### src/rtl/permutation_engine.sv
// Ascon permutation p^a (a = 12/8/6) running UNROLL rounds per clock, from an accepted start_i to a done_o pulse.
// Latency is a/UNROLL edges after the accepting edge; start_i is ignored (never queued) while busy.

package ascon_pack;

  typedef logic [319:0] type_state;

  localparam logic [7:0] round_constant [0:11] = '{
    8'hf0, 8'he1, 8'hd2, 8'hc3, 8'hb4, 8'ha5,
    8'h96, 8'h87, 8'h78, 8'h69, 8'h5a, 8'h4b
  };

  function automatic logic [63:0] ror64(input logic [63:0] x, input int unsigned n);
    return (x >> n) | (x << (64 - n));
  endfunction

  // Word order: x0 is the most significant 64 bits of the state.
  function automatic type_state ascon_round(input type_state s, input logic [3:0] idx);
    logic [63:0] x0, x1, x2, x3, x4;
    logic [63:0] t0, t1, t2, t3, t4;
    x0 = s[319:256];
    x1 = s[255:192];
    x2 = s[191:128] ^ {56'd0, round_constant[idx]};
    x3 = s[127:64];
    x4 = s[63:0];
    // Bit-sliced 5-bit S-box.
    x0 = x0 ^ x4;
    x4 = x4 ^ x3;
    x2 = x2 ^ x1;
    t0 = ~x0 & x1;
    t1 = ~x1 & x2;
    t2 = ~x2 & x3;
    t3 = ~x3 & x4;
    t4 = ~x4 & x0;
    x0 = x0 ^ t1;
    x1 = x1 ^ t2;
    x2 = x2 ^ t3;
    x3 = x3 ^ t4;
    x4 = x4 ^ t0;
    x1 = x1 ^ x0;
    x0 = x0 ^ x4;
    x3 = x3 ^ x2;
    x2 = ~x2;
    x0 = x0 ^ ror64(x0, 19) ^ ror64(x0, 28);
    x1 = x1 ^ ror64(x1, 61) ^ ror64(x1, 39);
    x2 = x2 ^ ror64(x2, 1)  ^ ror64(x2, 6);
    x3 = x3 ^ ror64(x3, 10) ^ ror64(x3, 17);
    x4 = x4 ^ ror64(x4, 7)  ^ ror64(x4, 41);
    return {x0, x1, x2, x3, x4};
  endfunction

endpackage

module permutation_engine #(
  parameter int UNROLL = 1
) (
  input  logic         clock_i,
  input  logic         reset_i,
  input  logic         start_i,
  input  logic [1:0]   mode_i,
  input  logic [319:0] state_i,
  output logic [319:0] state_o,
  output logic [3:0]   round_o,
  output logic         busy_o,
  output logic         done_o
);

  if ((UNROLL != 1) && (UNROLL != 2)) begin : g_bad_unroll
    $error("permutation_engine: UNROLL must be 1 or 2");
  end

  localparam logic [3:0] STEP     = 4'(UNROLL);
  localparam logic [3:0] LAST_IDX = 4'd12 - STEP;

  typedef enum logic {IDLE, RUN} fsm_t;

  fsm_t         fsm, fsm_nxt;
  logic [3:0]   cnt;
  logic [3:0]   first_idx;
  logic         load, step, last;
  logic [319:0] state_q;
  logic [319:0] round_dat;
  logic         done_q;

  assign last = (cnt == LAST_IDX);

  always_ff @(posedge clock_i or posedge reset_i) begin
    if (reset_i) fsm <= IDLE;
    else         fsm <= fsm_nxt;
  end

  always_comb begin
    fsm_nxt = fsm;
    case (fsm)
      IDLE: if (start_i) fsm_nxt = RUN;
      RUN:  if (last)    fsm_nxt = IDLE;
      default:           fsm_nxt = IDLE;
    endcase
  end

  always_comb begin
    load    = (fsm == IDLE) && start_i;
    step    = (fsm == RUN);
    busy_o  = (fsm == RUN);
    round_o = (fsm == RUN) ? cnt : 4'd0;
  end

  // Shorter permutations run the tail of the 12-round constant schedule.
  always_comb begin
    case (mode_i)
      2'b01:   first_idx = 4'd4;
      2'b10:   first_idx = 4'd6;
      default: first_idx = 4'd0;
    endcase
  end

  always_comb begin
    round_dat = state_q;
    for (int r = 0; r < UNROLL; r++) begin
      round_dat = ascon_pack::ascon_round(round_dat, cnt + 4'(r));
    end
  end

  always_ff @(posedge clock_i or posedge reset_i) begin
    if (reset_i) begin
      state_q <= '0;
      cnt     <= '0;
      done_q  <= 1'b0;
    end else begin
      done_q <= step && last;
      if (load) begin
        state_q <= state_i;
        cnt     <= first_idx;
      end else if (step) begin
        state_q <= round_dat;
        cnt     <= last ? 4'd0 : cnt + STEP;
      end
    end
  end

  assign state_o = state_q;
  assign done_o  = done_q;

endmodule

### config.mk
export PLATFORM = sky130hd
export DESIGN_NAME = permutation_engine
export DESIGN_NICKNAME = d
export VERILOG_FILES = /design/src/rtl/permutation_engine.sv
export SDC_FILE = /design/constraint.sdc
export NUM_CORES = 2
export LEC_CHECK = 0
export BUFFER_PORTS_ARGS = -buffer_cell sky130_fd_sc_hd__buf_2
export CELL_PAD_IN_SITES_DETAIL_PLACEMENT = 0
export CELL_PAD_IN_SITES_GLOBAL_PLACEMENT = 1
export CORE_MARGIN = 2
export CORE_UTILIZATION = 38
export CTS_CLUSTER_DIAMETER = 40
export DETAILED_ROUTE_END_ITERATION = 10
export GPL_TIMING_DRIVEN = 0
export PLACE_DENSITY_LB_ADDON = 0.15
export SLEW_MARGIN = 20
export SYNTH_ARGS = -nofsm -noshare
export SYNTH_HDL_FRONTEND = slang
export SYNTH_SLANG_ARGS = --single-unit
### constraint.sdc
create_clock -name clock_i -period 8.6 [get_ports clock_i]
set_input_delay 0.43 -clock clock_i [delete_from_list [all_inputs] [get_ports clock_i]]
set_output_delay 0.43 -clock clock_i [all_outputs]
set_load 0.01 [all_outputs]
### Yosys cells after proc, flatten, opt, wreduce, memory -nomap -nowiden

Memories as Yosys holds them, arrays and structs flattened.
Cells that the tools add are included.

| operators by class | value |
|---|---|
| reduce and logical (&&, ||, !) cells | 3 |
| equality and inequality tests | 3 |
| $add $sub $neg | 1 |
| muxes and demuxes | 12 |
| order comparisons | 1 |
| bitwise gates (word level) | 45 |

Operator list:

| cell | count |
|---|---|
| 64-bit XOR | 21 |
| 320-bit 2-to-1 mux | 2 |
| 64-bit NOT | 6 |
| 64-bit AND | 5 |
| 23-bit by 64-bit OR with 64-bit output | 1 |
| 25-bit by 64-bit OR with 64-bit output | 1 |
| 3-bit by 64-bit OR with 64-bit output | 1 |
| 36-bit by 64-bit OR with 64-bit output | 1 |
| 45-bit by 64-bit OR with 64-bit output | 1 |
| 47-bit by 64-bit OR with 64-bit output | 1 |
| 54-bit by 64-bit OR with 64-bit output | 1 |
| 57-bit by 64-bit OR with 64-bit output | 1 |
| 58-bit by 64-bit OR with 64-bit output | 1 |
| 63-bit by 64-bit OR with 64-bit output | 1 |
| 64-bit by 8-bit XOR with 64-bit output | 1 |
| 4-bit 2-to-1 mux | 4 |
| 8-bit 2-to-1 mux | 2 |
| 3-bit case mux with 2 select lines | 1 |
| 5-bit greater-or-equal comparator, second input constant | 1 |
| 4-bit NOT with 5-bit output | 1 |
| 4-bit by 1-bit adder with 4-bit output, second input constant | 1 |
| 4-bit equality test, second input constant | 1 |
| 2-bit by 1-bit equality test with 1-bit output, second input constant | 1 |
| 2-bit equality test, second input constant | 1 |
| other kinds (5) | 7 |

| storage, ports and cells | value |
|---|---|
| output and inout bits | 326 |
| bits in registers | 326 |
| ROM bits | 128 |
| memories | 1 |
| word-level logic and storage cells | 70 |

Memories:

| name | depth | width | read ports | clocked after memory_dff | wr ports | line | text |
|---|---|---|---|---|---|---|---|
| (no name shown) | 16 | 8 | 1 | 0 | 0 | 23 | `x2 = s[191:128] ^ {56'd0, round_constant[idx]};` |

### Longest topological paths before layout

| depth | value |
|---|---|
| depth after elaboration | 15 |
| mapped depth | 8 |

### Worst setup path after synthesis

Ideal clock, no wire load.

| timing path | value |
|---|---|
| kind | register -> register |
| start | reg cnt[3] |
| end | reg state_q[120] (netlist: state_o[120]) |
| data arrival time | 2054 ps |
| required time | 8463 ps |
| clock period less this slack | 2190 ps |
| path slack | 6410 ps |
| buffers on the path | 0 |
| setup time | 137 ps |
| cell stages (with the launch flop) | 9 |
| cells stage by stage | dfrtp_1 nor2b_2 xor2_1 ha_1 xnor2_1 xnor2_1 xnor2_1 xnor2_1 a21oi_1 |

| between the ends | value |
|---|---|
| longest elaborated chain between the ends | 13 |

RTL lines:

| item | line | text |
|---|---|---|
| start: declaration | 78 | `logic [3:0] cnt;` |
| start signal: assignment | 133 | `cnt <= first_idx;` |
| start signal: assignment | 136 | `cnt <= last ? 4'd0 : cnt + STEP;` |
| 4-bit NOT with 5-bit output (not written as such) | 23 |  |
| memory 16 x 8 bit | - |  |
| 8-bit 2-to-1 mux (not written as such) (2 in a row) | 23 |  |
| 64-bit by 8-bit XOR with 64-bit output | 23 |  |
| 64-bit XOR | 29 | `x2 = x2 ^ x1;` |
| 64-bit XOR | 37 | `x2 = x2 ^ t3;` |
| 64-bit XOR | 42 | `x3 = x3 ^ x2;` |
| 54-bit by 64-bit OR with 64-bit output | 14 | `return (x >> n) \| (x << (64 - n));` |
| 64-bit XOR (2 in a row) | 47 | `x3 = x3 ^ ror64(x3, 10) ^ ror64(x3, 17);` |
| 320-bit 2-to-1 mux | 134 | `end else if (step) begin` |
| 320-bit 2-to-1 mux | 131 | `if (load) begin` |
| end signal: assignment | 132 | `state_q <= state_i;` |
| end signal: assignment | 135 | `state_q <= round_dat;` |
| end: declaration | 81 | `logic [319:0] state_q;` |

No other way between the ends. The select of a mux whose other input is x is not followed.
A chain may end at the register's enable or synchronous reset.

### Final worst setup path

| timing path | value |
|---|---|
| start | reg cnt[0] |
| end | reg state_q[111] (netlist: state_o[111]) |

| between the ends | value |
|---|---|
| longest elaborated chain between the ends | 12 |

RTL lines:

| item | line |
|---|---|
| 4-bit NOT with 5-bit output (not written as such) | 23 |
| memory 16 x 8 bit | - |
| 8-bit 2-to-1 mux (not written as such) (2 in a row) | 23 |
| 64-bit by 8-bit XOR with 64-bit output | 23 |
| 64-bit XOR | 29 |
| 64-bit XOR | 37 |
| 64-bit XOR | 42 |
| 47-bit by 64-bit OR with 64-bit output | 14 |
| 64-bit XOR | 47 |
| 320-bit 2-to-1 mux | 134 |
| 320-bit 2-to-1 mux | 131 |

No other way between the ends. The select of a mux whose other input is x is not followed.

==> results.toml <==
[timing]
slew_headroom_pct = 9.02
worst_slew_pin_slew_ns = 1.36
hold_viol_final = 0
rsz0062_at_grt = "false"
finalCritPeriodShare_pct = 44.2
finalCriticalPeriod_ns = 3.80
setup_viol = 0
fmaxAchievable_ghz = 0.263
final.setup.tns_ns = 0
fin_skew_ns = 0.0284
slew_viol_final = 0

[routing]
drc = 0
route.antenna.remaining_nets = 0
first_iter_violations = 2790
drt_first_pass_iters = 5
routed_via_density = 5.60
wl_per_cell_microns = 33.9
vias = 27604
drt_wl_total_mm = 167

[run_status]
status = "completed"

[placement]
io_buffers = 649
hpwl_mm = 139
place.gp.congestion = 1.06

[job]
maxCapViolations = 0

[critical_path]
critPathSlowestCell = "xnor2_1"
cp.arrival_ns = 4.27
cp_slowest_stage_delay_ns = 0.97
r2r_start = "cnt[0]"
crit_path_start_kind = "register"
cp.required_ns = 9.07
reg2reg_depth = 7
critPathKind = "register to register"
r2r_end = "state_o[111]"
path_cells = "xor2_1 -> ha_1 -> xnor2_1 -> xnor2_1 -> xnor2_1 -> xnor2_1 -> a21oi_1"
path_max_fanout = 7
cp_num_buf_inv = 0
r2r_slack_ns = 4.80
worst_path_dominant_cell_family = "XOR/XNOR gates"
end_kind = "register"
crit_top_cell = "xnor2_1"

[cts]
cts_tree = "built"
clk_pin_slew_worst_paths_ns = 0.05
numCtsBuffers = 82
clk_latency_ns = 0.63
cts_resized = 0
clock_sinks = 326
htreeDepth = 3
cts_root_buf = "clkbuf_16"
cts_setup_buffers = 0
cts.path.max_buffers = 3

[floorplanning]
die_w_microns = 280
coreArea_sq_mm = 0.0756
rows = 101
pin_count = 651
die_h_microns = 280
initial_utilization_pct = 38.2
die-area_sq_mm = 0.0783

[grt]
grt_max_degree = 33
track_usage_pct = 41.6
grt_overflow_total = 0
antenna_found_initial = 12
grt_pass1_wl_mm = 223
grt_pass1_vias = 27024

[synthesis]
syn_area_per_cell_sq_um = 9.25
syn-instance-count = 3125
ys_warn_count = 0
synth_cell_types = 24
syn_area_sq_mm = 0.0289
ys_ff_latch = 326
seq_area_frac_synth_pct = 28.2
syn_nets = 3580

[worst_hold_path]
hp-start = "state_i[296]"
hold_class = "primary input to register"
holdPathEnd = "state_o[296]"
whs_path_depth = 3

[finish]
finalNetCount = 4327
drive_gt1_share_pct = 21.6
syn_to_final_growth_pct = 27.0
fin_util_pct = 48.6
## routing by layer
layer / track usage (%) / vias up / share of wire, % / wire length (microns)
li1: - / 11857 / - / -
met1: 53.1 / 13751 / 40 / 66800
met2: 63.9 / 1593 / 44 / 72800
met3: 9.77 / 397 / 9.5 / 15900
met4: 25.1 / 6 / 6.9 / 11500
met5: 0 / - / 0.020 / 33
## cells in the final DEF, fill, tap and decap left out, types with 8 or more instances in the layout
cell type   instances
xnor2_1           891
ha_1              130
inv_1             193
clkbuf_16          85
nor2b_1            66
buf_2             659
maj3_1             64
nand2_1           181
o21ai_0            69
diode_2            10
nor2_1            158
buf_1               9
xnor2_2            26
mux2i_1           233
buf_12             11
clkinvlp_4         16
a211oi_1          202
xor2_1            236
inv_6               8
dfrtp_1           326
a21oi_1           206
bufinv_16          12
clkbuf_1          110
## cell type report
| class | instances | area (sq um) |
|---|---|---|
| Antenna cell | 10 | 25.0 |
| Buffer | 125 | 490 |
| Clock buffer | 102 | 2250 |
| Clock inverter | 48 | 641 |
| Fill cell | 7640 | 38900 |
| Inverter | 194 | 732 |
| Multi-Input combinational cell | 2480 | 19600 |
| Sequential cell | 326 | 8160 |
| Tap cell | 978 | 1220 |
| Timing Repair Buffer | 663 | 3530 |
## flip-flops by register name (all words and copies together) (netlist names)
register and cells:
state_o 320, cnt 4, busy_o 1, done_o 1
## Yosys cell counts
cell      number  area, sq um
xnor2_1      904         7920
dfrtp_1      326         8160
xor2_1       239         2090
mux2i_1      233         2330
a21oi_1      206         1030
a211oi_1     202         1520
inv_1        194          728
nand2_1      181          679
nor2_1       158          593
ha_1         130         1630
clkbuf_1     106          398
o21ai_0       69          345
nor2b_1       66          413
maj3_1        64          641
xnor2_2       13          211
buf_1         10         37.5
buf_2          9         45.0
and2_1         5         31.3
nand2b_1       3         18.8
xor2_2         3         48.8
and3_1         1         6.26
nand3_1        1         5.00
nor2b_2        1         8.76
o221ai_1       1         8.76
## worst min-delay path: cells and delay by family
| family | cells | cell delay (ns) |
|---|---|---|
| compound gates | 2 | 0.15 |
| buf+inv | 1 | 0.08 |
## worst max path at each step
stage,start,end,slack (ns),cells past startpoint
3_5_place_dp,cnt[3],state_o[113],5.06,8
6_report,cnt[0],state_o[111],4.80,7
5_1_grt,cnt[0],state_o[111],4.83,7
4_1_cts,cnt[0],state_o[111],5.04,7
3_3_place_gp,reset_i,state_o[184],0.99,2
2_1_floorplan,reset_i,busy_o,3.82,1
## cell families after synthesis
family	share of synthesized area [%]
multiplexers	8.07
flip-flops	28.2
XOR/XNOR	35.5
AO/OA/AOI/OAI	10.0
AND/OR/NAND/NOR	6.08
buffers and inverters	4.18
adder cells (fa/ha/maj)	7.85
## repair_timing
| item | 4_1_cts | 5_1_grt |
|---|---|---|
| endpoints found under the setup margin | 0 | 0 |
| hold endpoints to repair | 10 | 0 |
| hold buffers | 1 | 0 |
## per-stage QoR
| stage | setup slack, ns | hold WS [ns] | std cells | instance area, sq um |
|---|---|---|---|---|
| CTS | 5.04 | 0.0673 | 4916 | 36700 |
| global route | 4.83 | 0.0984 | 4917 | 36700 |
| global placement | 0.986 | 0.606 | 4752 | 33400 |
| detailed placement | 5.06 | 0.417 | 4765 | 33800 |
| finish | 4.80 | 0.0847 | 4926 | 36700 |
| floorplan | 3.82 | 0.545 | 3125 | 28900 |
Power is left out: the tool's default activity adds up to more than one toggle a clock period on the data nets, which glitch-free logic cannot reach.
